===== src/rtl/inst_fetch.sv =====
`default_nettype none
// ============================================================================
// Module   : inst_fetch
// Purpose  : Instruction-fetch stage sitting behind the pc block. Runs a
//            single-outstanding req/ack read on the instruction-memory bus,
//            writes the fetched word and its address into the IF/ID register,
//            parks a word in a one-entry hold buffer while decode is stalled,
//            and drops in-flight fetches when a branch is taken.
// Revision : 1.0 - initial release
// ----------------------------------------------------------------------------
// Ports
//   clk            in   system clock, rising edge
//   rst            in   synchronous active-low reset
//   pc_i           in   current PC from the pc block
//   branchEnable_i in   branch taken this cycle (flush)
//   stall_i        in   decode stall, IF/ID must hold
//   pcStall_o      out  tells pc to hold its value
//   memReq_o       out  instruction-memory read request
//   memAddr_o      out  read address, stable while memReq_o=1
//   memAck_i       in   memory acknowledge, data valid same cycle
//   memData_i      in   read data
//   id_pc_o        out  IF/ID address of id_inst_o
//   id_inst_o      out  IF/ID instruction word
//   id_valid_o     out  IF/ID holds a real instruction
// ============================================================================
module inst_fetch #(
    parameter int                ADDR_W   = 32,
    parameter int                DATA_W   = 32,
    parameter logic [DATA_W-1:0] NOP_INST = 32'h0000_0000
) (
    input  logic              clk,
    input  logic              rst,
    input  logic [ADDR_W-1:0] pc_i,
    input  logic              branchEnable_i,
    input  logic              stall_i,
    output logic              pcStall_o,
    output logic              memReq_o,
    output logic [ADDR_W-1:0] memAddr_o,
    input  logic              memAck_i,
    input  logic [DATA_W-1:0] memData_i,
    output logic [ADDR_W-1:0] id_pc_o,
    output logic [DATA_W-1:0] id_inst_o,
    output logic              id_valid_o
);

    typedef enum logic [1:0] {
        S_ISSUE = 2'd0,
        S_WAIT  = 2'd1,
        S_HOLD  = 2'd2
    } state_t;

    state_t            state_q, state_d;
    logic [ADDR_W-1:0] addr_q, addr_d;
    logic              discard_q, discard_d;
    logic [ADDR_W-1:0] hold_pc_q, hold_pc_d;
    logic [DATA_W-1:0] hold_inst_q, hold_inst_d;
    logic [ADDR_W-1:0] id_pc_q, id_pc_d;
    logic [DATA_W-1:0] id_inst_q, id_inst_d;
    logic              id_valid_q, id_valid_d;

    // Candidate instruction for IF/ID this cycle (from the bus or the hold buffer)
    logic              w_new_valid;
    logic [ADDR_W-1:0] w_new_pc;
    logic [DATA_W-1:0] w_new_inst;
    logic              w_ack_ok;

    // An ack only delivers an instruction if the fetch was not already
    // condemned by an earlier branch and no branch is flushing right now.
    assign w_ack_ok = (state_q == S_WAIT) && memAck_i && !discard_q && !branchEnable_i;

    assign memReq_o   = (state_q == S_WAIT);
    assign memAddr_o  = addr_q;
    // pc advances exactly once per delivered instruction, even when the word
    // is diverted into the hold buffer.
    assign pcStall_o  = !w_ack_ok;
    assign id_pc_o    = id_pc_q;
    assign id_inst_o  = id_inst_q;
    assign id_valid_o = id_valid_q;

    always_comb begin
        state_d     = state_q;
        addr_d      = addr_q;
        discard_d   = discard_q;
        hold_pc_d   = hold_pc_q;
        hold_inst_d = hold_inst_q;
        id_pc_d     = id_pc_q;
        id_inst_d   = id_inst_q;
        id_valid_d  = id_valid_q;
        w_new_valid = 1'b0;
        w_new_pc    = '0;
        w_new_inst  = NOP_INST;

        case (state_q)
            S_ISSUE: begin
                // On a branch pc loads the target at this edge; capture it next cycle.
                if (!branchEnable_i) begin
                    addr_d    = pc_i;
                    discard_d = 1'b0;
                    state_d   = S_WAIT;
                end
            end
            S_WAIT: begin
                if (memAck_i) begin
                    if (w_ack_ok && stall_i) begin
                        hold_pc_d   = addr_q;
                        hold_inst_d = memData_i;
                        state_d     = S_HOLD;
                    end else begin
                        state_d = S_ISSUE;
                        if (w_ack_ok) begin
                            w_new_valid = 1'b1;
                            w_new_pc    = addr_q;
                            w_new_inst  = memData_i;
                        end
                    end
                end else if (branchEnable_i) begin
                    // The bus transaction cannot be cancelled; let it finish and drop it.
                    discard_d = 1'b1;
                end
            end
            S_HOLD: begin
                if (branchEnable_i) begin
                    state_d = S_ISSUE;
                end else if (!stall_i) begin
                    state_d     = S_ISSUE;
                    w_new_valid = 1'b1;
                    w_new_pc    = hold_pc_q;
                    w_new_inst  = hold_inst_q;
                end
            end
            default: begin
                state_d = S_ISSUE;
            end
        endcase

        // IF/ID update: flush beats stall, stall beats load, otherwise bubble.
        if (branchEnable_i) begin
            id_valid_d  = 1'b0;
            id_inst_d   = NOP_INST;
            hold_pc_d   = '0;
            hold_inst_d = '0;
        end else if (stall_i) begin
            id_valid_d = id_valid_q;
        end else if (w_new_valid) begin
            id_valid_d = 1'b1;
            id_pc_d    = w_new_pc;
            id_inst_d  = w_new_inst;
        end else begin
            id_valid_d = 1'b0;
            id_inst_d  = NOP_INST;
        end
    end

    always_ff @(posedge clk) begin
        if (!rst) begin
            state_q     <= S_ISSUE;
            addr_q      <= '0;
            discard_q   <= 1'b0;
            hold_pc_q   <= '0;
            hold_inst_q <= '0;
            id_pc_q     <= '0;
            id_inst_q   <= NOP_INST;
            id_valid_q  <= 1'b0;
        end else begin
            state_q     <= state_d;
            addr_q      <= addr_d;
            discard_q   <= discard_d;
            hold_pc_q   <= hold_pc_d;
            hold_inst_q <= hold_inst_d;
            id_pc_q     <= id_pc_d;
            id_inst_q   <= id_inst_d;
            id_valid_q  <= id_valid_d;
        end
    end

endmodule
`default_nettype wire


===== config.mk =====
export PLATFORM = sky130hd
export DESIGN_NAME = inst_fetch
export DESIGN_NICKNAME = d
export VERILOG_FILES = /design/src/rtl/inst_fetch.sv
export SDC_FILE = /design/constraint.sdc
export NUM_CORES = 1
export LEC_CHECK = 0
export BUFFER_PORTS_ARGS = -buffer_cell sky130_fd_sc_hd__buf_4
export CAP_MARGIN = 20
export CORE_MARGIN = 8
export CORE_UTILIZATION = 50
export DETAILED_ROUTE_END_ITERATION = 8
export PLACE_DENSITY = 0.8
export RECOVER_POWER = 25
export SETUP_SLACK_MARGIN = 0.15
export SLEW_MARGIN = 10
export SYNTH_ARGS = -nofsm -noshare
export SYNTH_HDL_FRONTEND = slang
export SYNTH_SLANG_ARGS = --single-unit
export TNS_END_PERCENT = 20

===== constraint.sdc =====
create_clock -name clk -period 2.5 [get_ports clk]
set_input_delay 0.125 -clock clk [delete_from_list [all_inputs] [get_ports clk]]
set_output_delay 0.125 -clock clk [all_outputs]
set_load 0.1 [all_outputs]

==> metrics.cfg <==
[logic_synthesis]
ys_types = 27
synth_fp_nets = 848
synthCells = 776
synth-seq-area-share_pct = 51.2
synth_async_sr_flop_share_pct = 0
synth_ff_type = dfxtp_1
yosys_register_bits = 164
syn-mean-instance-area_um2 = 8.27
synth_edf_count = 0
syn_area_um2 = 6420
yosysWarnings = 0

[worst_setup_path]
reg2reg_slack_ns = 0.55
worstSetupStartpointType = flip-flop
crit_path_max_fanout = 42
worstSetupPathType = reg -> reg
worstReg2RegEnd = id_inst_o[4]
arrival_ns = 2.29
end_kind = flip-flop
r2r_cells = 8
reg2reg_from = state_q[1]
worstPathRequired_ns = 2.84

[clock_network]
numClockSinks = 164
htree_levels = 4
cts_buffer_depth = 2
cts_buffers = 17
clockRootBuffer = clkbuf_16
clock_latency_ns = 0.42
cts_tree = built
path_clk_slew_ns = 0.06
postCtsSetupRepairBufs = 0

[floorplan]
die_y_um = 129
dieWidth_um = 129
coreArea_um2 = 12600
die_area_um2 = 16700
rows = 41
start_util_pct = 51.1
top_level_ports = 168

[detailed_routing]
num_vias = 6379
antenna_left = 0
drt-total-wl_um = 19600
wire_per_inst_um = 16.9
drt_first_pass_iters = 5
drt_iter0_markers = 545
drc = 0
via_per_inst = 5.50

[sta]
fin_skew_ns = 0.00632
rsz0062_at_grt = false
tns_ns = 0
fin_crit_sh_pct = 78.0
drv_slew = 0
max_freq_mhz = 513
period_needed_ns = 1.95
finalSetupViolCount = 0
hold_violations = 0
max-slew-margin-rel_pct = 16.9
hold_ws_ns = 0.125
max_slew.worst_pin.slew_ns = 1.25

[grt]
grt_overflow = 0
grt_max_degree = 68
grt_first_pass_wirelength_um = 32300
grtUsageTotal_pct = 24.0
grt_pass1_vias = 6325
antenna_found_initial = 0

[placement]
dp_hpwl_um = 11800
gp_congestion = 0.754
placed_cells_incl_taps = 1063
port_buffers = 167

[final_layout]
stdcell_count = 1159
drive_above_1_share_pct = 16.1
layout_commonest_cell = nand2_1
final_cell_mix = nand2_1, dfxtp_1, a21oi_1
finalNetCount = 1046
area_growth_pct = 37.0
n_antenna_cell = 0

[hold_path]
holdCritStartpoint = branchEnable_i
min_path_type = in -> reg
hold_end = discard_q
hold_path_depth = 4

[power_and_ir_drop]
max-vdd-ir-drop_mv = 0.578
p_leak_uw = 0.00329
p_per_area_nw_per_um2 = 724

[outcome]
status = completed

[run]
maxCapViolCount = 0

-- worst max-delay path, cell delays in order (launching register included) --
cell and delay, ns:
dfxtp_1 0.33, inv_1 0.08, ha_2 0.25, and4bb_1 0.29
inv_2 0.07, nor2_4 0.08, buf_4 0.42, a21oi_1 0.14
nor3_1 0.17
-- through the flow --
step | total power (uW) | setup WS (ns) | utilization (%) | area [um2]
2_1_floorplan | 3370 | 0.352 | - | 6420
6_report | 6360 | 0.549 | 69.9 | 8790
3_3_place_gp | 3630 | 0.611 | 61.9 | 7780
5_1_grt | 6580 | 0.352 | 69.9 | 8790
3_5_place_dp | 3640 | 0.585 | 61.9 | 7780
4_1_cts | 6400 | 0.543 | 71.9 | 9030
-- state kept, by name (all words and copies together) (netlist names) --
register / flops
discard_q: 1
hold_inst_q: 32
hold_pc_q: 32
id_inst_o: 32
id_pc_o: 32
id_valid_o: 1
memAddr_o: 32
state_q: 2
-- metal layers --
metal  routed length (um)  vias up  GRT usage [%]
met3                 1650       24           8.01
met2                 9410      219           39.8
met1                 8290     3039           28.5
met4                  267        0           7.88
met5                    0        -              0
li1                     -     3097              -
-- cells by family after synthesis --
| group | Yosys count | synth area share (%) |
|---|---|---|
| AO/OA/AOI/OAI | 263 | 25.6 |
| adder cells (fa/ha/maj) | 3 | 0.585 |
| buffers and inverters | 74 | 5.09 |
| flip-flops | 164 | 51.2 |
| multiplexers | 2 | 0.312 |
| AND/OR/NAND/NOR | 270 | 17.2 |
-- area by class of cell --
class                           count  area [um2]
Clock buffer                       22         454
Clock inverter                     10         155
Fill cell                        1038        3780
Inverter                            4        15.0
Multi-Input combinational cell    538        2830
Sequential cell                   164        3280
Tap cell                          172         215
Timing Repair Buffer              249        1840
-- cell usage after synthesis (2+ instances only) --
| cell | count | share of area [%] |
|---|---|---|
| a21boi_0 | 32 | 3.7 |
| a21oi_1 | 129 | 10 |
| a221oi_1 | 32 | 4.4 |
| a22o_1 | 32 | 4.4 |
| and2_1 | 2 | 0.19 |
| and3b_1 | 2 | 0.27 |
| buf_2 | 21 | 1.6 |
| buf_4 | 6 | 0.70 |
| clkbuf_1 | 43 | 2.5 |
| dfxtp_1 | 164 | 51 |
| ha_1 | 3 | 0.58 |
| inv_1 | 3 | 0.18 |
| mux2i_1 | 2 | 0.31 |
| nand2_1 | 194 | 11 |
| nand2b_1 | 2 | 0.19 |
| nor2_1 | 32 | 1.9 |
| nor2b_1 | 3 | 0.29 |
| nor3_1 | 32 | 2.5 |
| o21ai_0 | 33 | 2.6 |
| o21ai_1 | 2 | 0.16 |
-- timing repair --
action / in CTS / in global routing
hold buffers: 64 / 0
endpoints found under the setup margin: 0 / 0
endpoints found under the hold margin: 86 / 0
resized for setup: 0 / 0
-- worst max-delay path by stage --
stage                           from           end  cells past startpoint
after floorplan           state_q[1]   id_pc_o[10]                      8
after global placement    state_q[1]  id_inst_o[4]                      8
after detailed placement  state_q[1]   id_pc_o[22]                      7
after CTS                 state_q[1]  id_inst_o[4]                      8
after global routing      state_q[1]  id_inst_o[9]                      8
final                     state_q[1]  id_inst_o[4]                      8
-- where the power goes --
group	internal (uW)	leakage, uW	switching [uW]
Combinational	274	0.00167	655
Sequential	2670	0.00133	54.4
Clock	1690	0.000294	1020
Total	4640	0.00329	1730
(Power assumes the default switching activity.)
